==> src/rtl/seg_pkg.sv <==
// Shared seven-segment display helpers: nibble type, index-width sizing and
// the one-hot digit-enable function used by the display blocks.
package seg_pkg;

  localparam int MAX_DIGITS = 8;
  localparam int MAX_IDX_W  = $clog2(MAX_DIGITS);

  typedef logic [3:0] nibble_t;

  // Width of a digit index for a given digit count; a lone digit still needs one bit.
  function automatic int idx_w(input int digits);
    return (digits > 1) ? $clog2(digits) : 1;
  endfunction

  function automatic logic [MAX_DIGITS-1:0] onehot(input logic [MAX_IDX_W-1:0] idx);
    return MAX_DIGITS'(1) << idx;
  endfunction

endpackage

==> src/rtl/seg_prescaler.sv <==
// Slot counter for the display scanner: counts 0..DIV-1 and flags the last
// cycle of each slot with wrap.
module seg_prescaler #(
  parameter int DIV = 1000
) (
  input  logic                    clk,
  input  logic                    rst,
  output logic [$clog2(DIV)-1:0]  cnt,
  output logic                    wrap
);

  localparam int CW = $clog2(DIV);

  assign wrap = (cnt == CW'(DIV - 1));

  always_ff @(posedge clk) begin
    if (rst || wrap) cnt <= '0;
    else             cnt <= cnt + 1'b1;
  end

endmodule

==> src/rtl/seg_scan.sv <==
// Multiplexed seven-segment scanner with double-buffered frames and a guard
// blanking interval. Define SEG_SCAN_LZB_EN for leading-zero blanking.
module seg_scan
  import seg_pkg::*;
#(
  parameter int DIGITS = 4,
  parameter int DIV    = 1000,
  parameter int GUARD  = 8
) (
  input  logic                  clk,
  input  logic                  rst,
  input  logic                  load,
  input  logic [4*DIGITS-1:0]   data,
  output logic [3:0]            x,
  output logic [DIGITS-1:0]     an,
  output logic                  frame
);

  localparam int IW = idx_w(DIGITS);
  localparam int CW = $clog2(DIV);

  logic [CW-1:0]          cnt, cnt_nx;
  logic                   wrap, fend, fend_nx;
  logic [IW-1:0]          idx, idx_nx;
  nibble_t [DIGITS-1:0]   shadow, active, active_nx;
  logic                   pending, pending_nx;
  logic [DIGITS-1:0]      lit, an_nx;

  seg_prescaler #(.DIV(DIV)) u_prescaler (
    .clk  (clk),
    .rst  (rst),
    .cnt  (cnt),
    .wrap (wrap)
  );

  // Outputs are registered from next-state values so they line up with cnt/idx.
  always_comb begin
    fend       = wrap && (idx == IW'(DIGITS - 1));
    cnt_nx     = wrap ? '0 : cnt + 1'b1;
    idx_nx     = idx;
    if (wrap) idx_nx = (idx == IW'(DIGITS - 1)) ? '0 : idx + 1'b1;
    active_nx  = active;
    pending_nx = pending;
    if (load) pending_nx = 1'b1;
    if (fend) begin
      pending_nx = 1'b0;
      if (load)         active_nx = data;
      else if (pending) active_nx = shadow;
    end
    fend_nx = (cnt_nx == CW'(DIV - 1)) && (idx_nx == IW'(DIGITS - 1));
    an_nx   = (cnt_nx >= CW'(GUARD)) ? (DIGITS'(onehot(MAX_IDX_W'(idx_nx))) & lit) : '0;
  end

`ifdef SEG_SCAN_LZB_EN
  // Scan from the top digit down; a digit stays lit once any digit at or above it is nonzero.
  always_comb begin
    logic seen;
    lit  = '1;
    seen = 1'b0;
    for (int i = DIGITS - 1; i > 0; i--) begin
      seen   = seen | (active_nx[i] != 4'h0);
      lit[i] = seen;
    end
  end
`else
  assign lit = '1;
`endif

  always_ff @(posedge clk) begin
    if (rst) begin
      idx     <= '0;
      shadow  <= '0;
      active  <= '0;
      pending <= 1'b0;
      x       <= '0;
      an      <= (GUARD > 0) ? '0 : DIGITS'(1);
      frame   <= 1'b0;
    end else begin
      idx     <= idx_nx;
      if (load) shadow <= data;
      active  <= active_nx;
      pending <= pending_nx;
      x       <= active_nx[idx_nx];
      an      <= an_nx;
      frame   <= fend_nx;
    end
  end

endmodule

==> config.mk <==
export PLATFORM = sky130hd
export DESIGN_NAME = seg_scan
export DESIGN_NICKNAME = d
export VERILOG_FILES = /design/src/rtl/seg_pkg.sv /design/src/rtl/seg_prescaler.sv /design/src/rtl/seg_scan.sv
export SDC_FILE = /design/constraint.sdc
export NUM_CORES = 1
export LEC_CHECK = 0
export ABC_AREA = 1
export CAP_MARGIN = 20
export CORE_ASPECT_RATIO = 0.7
export CORE_MARGIN = 4
export CORE_UTILIZATION = 35
export CTS_BUF_LIST = sky130_fd_sc_hd__clkbuf_8
export CTS_CLUSTER_DIAMETER = 120
export DETAILED_ROUTE_END_ITERATION = 10
export GPL_TIMING_DRIVEN = 0
export SLEW_MARGIN = 25
export SYNTH_ARGS = -nofsm -noshare
export SYNTH_HDL_FRONTEND = slang
export SYNTH_SLANG_ARGS = --single-unit
==> constraint.sdc <==
create_clock -name clk -period 1.5 [get_ports clk]
set_input_delay 0.225 -clock clk [delete_from_list [all_inputs] [get_ports clk]]
set_output_delay 0.225 -clock clk [all_outputs]
set_load 0.02 [all_outputs]
# --- Word level (Yosys, flattened, before mapping) ---
# Cells that the tools add are included.
totals:
  mem_count: 0
  out_inout_bits: 9
  mem_bits_ro: 0
  latch_bits: 0
  register_bits: 54
  ramBits: 0
  inputBits: 19
classes:
  div: 0
  eq_ne: 4
  shifts: 1
  n_reduce_logical: 5
  n_lt_le_gt_ge: 2
  n_mul: 0
  addsub: 2
  n_mux: 8
  bitwise: 1
ops:
  columns: ["cell", "n"]
  rows:
  - ["2-to-1 mux 16 bit", 3]
  - ["== test 10 bit, second input constant", 2]
  - ["adder 10 x 1 -> 10 bit, second input constant", 1]
  - [">= comparator 10 x 4 -> 1 bit, second input constant", 1]
  - ["2-to-1 mux 10 bit", 1]
  - ["binary-select mux 4 bit (select 2 bit)", 1]
  - ["== test 2 bit, second input constant", 2]
  - ["2-to-1 mux 2 bit", 2]
  - ["2-to-1 mux 4 bit", 1]
  - ["OR reduction 2 bit", 2]
  - ["left shift 1 x 2 -> 4 bit, first input constant", 1]
  - ["less-than comparator 2 x 3 -> 1 bit, second input constant", 1]
  - ["adder 2 x 1 -> 2 bit, second input constant", 1]
  - ["logical AND 1 bit", 2]
  - ["logical OR 1 bit", 1]
  - ["NOT 1 bit", 1]

# --- Depth between registers and ports, before layout ---
# Gate-level depths: netlist of the first run.
depth:
  depth_word: 5
  mapped_depth: 12
  ltp_nobuf: 12

# --- Hierarchy ---
# From an unflattened synthesis of the first run, not the netlist that was laid out.
hier_totals:
  hier_cells: 347
  hier_area_um2: 2497.4
modules_own_cells:
  columns: ["mod", "cells_per_inst", "n_inst", "seq_area_each_um2", "area_each_um2"]
  rows:
  - ["seg_scan", 285, 1, 880.8, 2040.7]
  - ["seg_prescaler", 62, 1, 200.2, 456.7]

# --- Least setup slack after synthesis of the first run ---
# No wires, ideal clock.
synth_path:
  path_kind: "reg-to-reg"
  from: "reg u_prescaler.cnt[0]"
  to: "reg x[0]"
  arrival_time_ns: 1.450
  required_ns: 1.368
  stages_incl_launch_ff: 10
  synth_period_minus_slack_ns: 1.582
  n_path_buf: 1
  slack_ns: -0.082
  path_cell_list: "dfxtp_1 > ha_1 > inv_1 > nor2_1 > nand4_1 > buf_2 > nand2_1 > nand3_1 > nand3_1 > a21oi_1"
synth_between:
  elab_chain_cells: 5
synth_lines:
  columns: ["element", "line_no", "source"]
  rows:
  - ["start: declaration", "seg_prescaler.sv:8", "output logic [$clog2(DIV)-1:0] cnt,"]
  - ["start signal: assignment", "seg_prescaler.sv:18", "else cnt <= cnt + 1'b1;"]
  - ["== test 10 bit *", "seg_prescaler.sv:14", "assign wrap = (cnt == CW'(DIV - 1));"]
  - ["logical AND 1 bit", "seg_scan.sv:38", "fend = wrap && (idx == IW'(DIGITS - 1));"]
  - ["2-to-1 mux 16 bit", "seg_scan.sv:45", "if (fend) begin"]
  - ["binary-select mux 4 bit (select 2 bit) *", "seg_scan.sv:83", "x <= active_nx[idx_nx];"]
  - ["2-to-1 mux 4 bit (not written as such) *", "seg_scan.sv:83", null]
  - ["end signal: assignment", "seg_scan.sv:83", null]
  - ["end: declaration", "seg_scan.sv:14", "output logic [3:0] x,"]
# Every way passes the cells marked *; elsewhere a longest branch is shown, timed or not. The select of a mux whose other input is x is not followed.
# A chain may end at the register's enable or synchronous reset.

# --- Worst setup path in the final report of the first run ---
# Same ends and word-level chain as after synthesis.

==> results.md, run 1 <==
* Worst Setup Start Kind: register
* Fmax at 0.634 GHz
* Netlist Area Pre-Place at 2550 µm²
* Port Buffers at 26
* Post-synth top area share at 42.4%
* Clock Tree Buf Depth at 2
* Run status: finished with violations
* Hold Buf Count CTS at 0
* Max-Cap Viols at 0
* Skew final at 15.3 ps
* Worst-skew pair later-pin latency at 310 ps
* Seq/Total Area, Yosys at 42.4%
* Routed len/inst at 13.9 µm
* Final period util at 105%
* Clock Power Share at 31.7%
* Max VDD drop at 0.000403 V
* WS Path Type: reg2reg
* Mux share of post-synthesis cell area at 0%
* CP required at 1730 ps
* Final #Nets at 458
* Worst-path fanout max at 5
* #FFs+latches synth at 54
* Largest net degree at the start of global routing at 16
* Final min period at 1580 ps
* Initial DRC count at 103
* Drt first pass iters at 4
* Power per standard cell area at 709 nW/µm²
* Cells after Synth at 386
* Die X at 110 µm
* Main combinational cell family by area after synthesis: simple AND/OR/NAND/NOR gates
* Post-synthesis async set-or-reset flop share at 0%
* Worst Path Arrival at 1810 ps
* Drt via density at 4.83
* Gpl congestion at 0.855
* First-pass GRT wire length at 11,200 µm
* Internal Power at 0.00188 W
* Simple-gate portion of the synthesized area at 41.8%
* Hold Fails Final Rpt at 0
* Slew Viols, Final at 0
* Total number of vias at 2,567
* Synth Flop Type: dfxtp_1
* Post-synth EDFFs at 0
* Synthesized Nets at 407
* Static leakage at 1.54 nW
* Post-DRT Antenna Nets at 0
* Initial core utilization at 36.9%
* Antenna fix cells at 0
* Antenna violations before repair at 0
* Synthesized area per cell at 6.61 µm²
* Relative slew slack at 65.3%
* Sequential share of power at 59.1%
* Xor and xnor area share after synthesis at 0.343%
* Synth area leaders: dfxtp_1 (42%), nand2_1 (24%), nand3_1 (7.8%), a21oi_1 (7.3%), nor2_1 (4.1%)
* Die height at 79.4 µm
* Ports at 28
* Buf/Inv on CP at 2
* Post-synth top cells: nand2_1 (165), dfxtp_1 (54), nand3_1 (40)
* Die footprint at 8740 µm²
* Post-Route WL at 7370 µm
* CTS root buffer: clkbuf_8
* Final setup fails at 10
* TritonCTS Buffers at 5
* Clock-pin slew on the worst setup and hold paths at 100 ps
* Area leader, netlist: dfxtp_1
* Unique masters post-synth at 25
* Tightest Pin Transition at 520 ps
* Hold crit path type: in2reg
* CTS tree: done
* Post-DP HPWL at 4950 µm
* Share of cells above drive strength 1 at 26.8%
* Design area at 3550 µm²
* Adder-cell area share of the yosys netlist at 0.981%
* Core area at 6910 µm²
* Slowest-stage cell, CP: dfxtp_4
* Failing checks: setup timing
* H-tree level count at 2
* Synth Area in Compound Gates at 8.04%
* Grt ovf at 0
* RSZ-0062 raised after global routing: yes
* Layout area overhead at 39.0%
* Most frequent cell after synthesis: nand2_1
* Switching Power at 0.000638 W
* Sw Share at 25.4%
* Fin worst setup slack at -77.7 ps
* Logic pwr share at 9.2%
* Number of remaining DRC errors at 0
* Setup TNS at -532 ps
* Cells along the critical path: ha_4, inv_2, nor2_4, nand3_4, nor2_4, buf_6, nand2_4, nand3_2, nand3_2, a21oi_2
* CP Capture Type: register
* Post-DP Area at 2940 µm²
* Worst path top cell family by delay: simple AND/OR/NAND/NOR gates
* Clock net sink count at 54
* CP max stage delay at 390 ps
* FP Rows at 25
* Global Route Usage Sum at 16.7%
* Yosys warns at 0
* Vias in the first global route at 2,249
## power groups by stage
stage,Clock [W],Sequential (W),Combinational (W)
2_1_floorplan,0,0.00151,0.000122
3_3_place_gp,0,0.00151,0.000212
3_5_place_dp,0,0.00152,0.000214
4_1_cts,0.000805,0.00148,0.000222
5_1_grt,0.000896,0.00149,0.000259
6_report,0.000796,0.00149,0.000231
## worst min-delay path: stages
cell and delay (ps):
clkbuf_1 160, nand2_1 120, a21oi_1 60
## cell type report
| class | instances | area, µm² |
|---|---|---|
| fill | 672 | 3370 |
| multi-input combinational | 295 | 1610 |
| sequential | 54 | 1090 |
| timing repair buffer | 44 | 449 |
| tap | 94 | 118 |
| buffer | 16 | 110 |
| inverter | 21 | 88.8 |
| clock buffer | 5 | 68.8 |
| clock inverter | 2 | 11.3 |
## cell usage in the layout, fill, tap and decap left out, types with 7 or more instances in the layout
cell type	n
dfxtp_1	49
buf_6	7
a21oi_1	33
nand2_1	146
buf_4	13
nand3_2	24
nor2_4	7
nor2_1	23
nand3_1	15
nand2_2	18
clkdlybuf4s50_1	22
inv_1	16
## per-layer routing
layer | share of wire (%) | wire, µm | track usage [%] | up-vias
met5 | 0 | 0 | 0 | -
met4 | 0.65 | 48 | 4.48 | 0
met3 | 6.9 | 508 | 3.40 | 6
met2 | 42 | 3100 | 22.6 | 71
met1 | 50 | 3710 | 26.2 | 1159
li1 | - | - | - | 1331
## state kept, by name (all words and copies together), names as in the netlist
signal / count
active: 16
an: 4
frame: 1
idx: 2
pending: 1
shadow: 16
u_prescaler.cnt: 10
x: 4
## cell families (layout without fill, tap and decap cells)
logic type / after synthesis / after routing
AOI/OAI and AO/OA: 40 / 40
xor gates and xnor gates: 1 / 1
adders and majority gates: 2 / 2
buffers and inverters: 37 / 88
DFF: 54 / 54
and+or+nand+nor: 252 / 252
## per-stage QoR
stage	power [W]	setup slack (ps)	utilization (%)	hold WS (ps)	cells
after CTS	0.00251	-53.0	46.7	301	523
after global placement	0.00173	-562	42.6	422	506
after detailed placement	0.00173	-555	42.6	435	506
final	0.00251	-77.7	51.3	291	531
after floorplan	0.00163	2.69	-	294	386
after global routing	0.00265	-190	51.3	320	531
## final timing paths
check                                         from  cells past startpoint            endpoint  slack [ps]
worst max-delay path            u_prescaler.cnt[0]                     10                x[0]         -80
worst min-delay path                          load                      3          shadow[11]         290
worst max register to register  u_prescaler.cnt[0]                     10                x[0]         -80
worst min register to register  u_prescaler.cnt[0]                      1  u_prescaler.cnt[0]         460
## repair_timing
action	CTS	global route
setup buffers	8	8
pin swaps	6	18
endpoints found under the setup margin	36	15
resized for setup	35	66
cloned	2	0
Power figures use the tool's default switching activity.
==> run 2: changes to the inputs <==
- SKIP_CTS_REPAIR_TIMING: unset -> 1
==> results.md, run 2 (synthesis gave the netlist of run 1 again) <==
* Port Buffers at 26 (unchanged)
* Final period util at 110% (+4.5 points)
* Layout area overhead at 39.5%
* Share of cells above drive strength 1 at 24.5% (-2.2 points)
* Clock Tree Buf Depth at 2 (unchanged)
* Global Route Usage Sum at 16.1% (-0.56 points)
* Hold crit path type: in2reg
* Relative slew slack at 65.3% (about the same)
* Clock net sink count at 54 (unchanged)
* Sequential share of power at 59.2% (about the same)
* Power per standard cell area at 704 nW/µm² (-0.62%)
* Most frequent cells in the layout: nand2_1 (154), dfxtp_1 (49), a21oi_1 (32)
* Gpl congestion at 0.855 (unchanged)
* Fin worst setup slack at -146 ps (-68.0 ps)
* Worst hold slack at 295 ps (+4.32 ps)
* Skew final at 10.1 ps (-5.25 ps)
* Failing checks: setup timing
* Number of remaining DRC errors at 0 (unchanged)
* Fmax at 0.608 GHz (-4.1%)
* Final cell count without fillers at 534 (+0.56%)
* Static leakage at 1.57 nW (+1.6%)
* Largest net degree at the start of global routing at 16 (unchanged)
* Grt ovf at 0 (unchanged)
* Clock Power Share at 31.3% (-0.4 points)
* CTS root buffer: clkbuf_8
* Antenna violations before repair at 0 (unchanged)
* Final min period at 1650 ps (+68.0 ps)
* Sw Share at 25.0% (-0.38 points)
* Antenna fix cells at 0 (unchanged)
* Clock-pin slew on the worst setup and hold paths at 100 ps (about the same)
* Final setup fails at 9 (-1)
* Logic pwr share at 9.5% (+0.3 points)
* Die X at 110 µm (unchanged)
* Initial core utilization at 36.9% (unchanged)
* Cells along the critical path: ha_4, inv_2, nor2_4, nand2_2, nor2_4, nand2_2, nand2_4, buf_12, buf_6, nand3_2, a21oi_2
* CP max stage delay at 380 ps (about the same)
* First-pass GRT wire length at 10,900 µm (-3.1%)
* Routed len/inst at 13.6 µm (-1.9%)
* Final #Nets at 461 (+0.66%)
* Worst Setup Start Kind: register
* Max-Cap Viols at 0 (unchanged)
* Biggest regs: active (16), shadow (16), u_prescaler.cnt (10)
* Hold Fails Final Rpt at 0 (unchanged)
* Ports at 28 (unchanged)
* WS Path Type: reg2reg
* Worst Path Arrival at 1890 ps (+80 ps)
* Dpl cells at 506 (unchanged)
* CP Capture Type: register
* Slowest-stage cell, CP: dfxtp_4
* RSZ-0062 raised after global routing: yes
* Core area at 6910 µm² (unchanged)
* Total number of vias at 2,559 (-0.31%)
* Post-Route WL at 7270 µm (-1.3%)
* Worst-path fanout max at 5 (unchanged)
* Run status: finished with violations
* Slew Viols, Final at 0 (unchanged)
* Internal Power at 0.00188 W (+0.27%)
* Most common cell after layout, fill and taps aside: nand2_1
* Worst-skew pair later-pin latency at 310 ps (about the same)
* Switching Power at 0.000627 W (-1.7%)
* CTS tree: done
* Drt first pass iters at 5 (+1)
* Die footprint at 8740 µm² (unchanged)
* FP Rows at 25 (unchanged)
* Die height at 79.4 µm (unchanged)
* Post-DRT Antenna Nets at 0 (unchanged)
* Tightest Pin Transition at 521 ps (+0.709 ps)
* Vias in the first global route at 2,172 (-3.4%)
* Post-DP HPWL at 4950 µm (unchanged)
* Drt via density at 4.79 (-0.87%)
* Max VDD drop at 0.000385 V (-4.3%)
* CP required at 1750 ps (+20 ps)
* H-tree level count at 2 (unchanged)
* Initial DRC count at 133 (+29%)
* TritonCTS Buffers at 5 (unchanged)
run 2: area by class of cell:
type / instances / area (µm²)
Tap cell: 94 / 118
Clock buffer: 5 / 68.8
Buffer: 16 / 111
Clock inverter: 2 / 11.3
Timing Repair Buffer: 47 / 489
Sequential cell: 54 / 1090
Fill cell: 665 / 3350
Multi-Input combinational cell: 295 / 1570
Inverter: 21 / 97.6
run 2: worst paths after layout:
kind	from	end	slack [ps]	depth (start not counted)
min	load	shadow[11]	300	3
min reg2reg	u_prescaler.cnt[0]	u_prescaler.cnt[0]	460	1
max	u_prescaler.cnt[0]	x[1]	-150	11
max reg2reg	u_prescaler.cnt[0]	x[1]	-150	11
run 2: power groups by stage:
stage                     Sequential (W)  Combinational (W)  Clock, W
after floorplan                  0.00151           0.000122         0
after global placement           0.00151           0.000212         0
after detailed placement         0.00152           0.000214         0
after CTS                        0.00148           0.000215  0.000805
after global routing             0.00149           0.000267  0.000896
final                            0.00149           0.000238  0.000784
run 2: metal layers:
layer	up-vias	wire, µm	share of wire [%]	track usage, %
li1	1344	-	-	-
met1	1151	3650	50	25.5
met2	59	3060	42	21.1
met3	5	513	7.1	4.04
met4	0	47	0.65	4.36
met5	-	0	0	0
run 2: worst max-delay path: cells and delay by family (launching register included):
family / cells / cell delay [ps]
flip-flops: 1 / 380
buffers and inverters: 3 / 250
AO/OA/AOI/OAI: 1 / 130
adder cells (fa/ha/maj): 1 / 160
AND/OR/NAND/NOR: 6 / 660
run 2: metrics by stage:
step                      TNS, ps  cell area, µm²  util [%]  power [W]  worst slack (ps)
after global placement     -16650            2940      42.6    0.00173              -562
after global routing        -1970            3560      51.5    0.00265              -227
after detailed placement   -16630            2940      42.6    0.00173              -555
after CTS                   -6700            3020      43.7    0.00250              -337
after floorplan                 0            2560         -    0.00163              2.69
final                        -881            3560      51.5    0.00251              -146
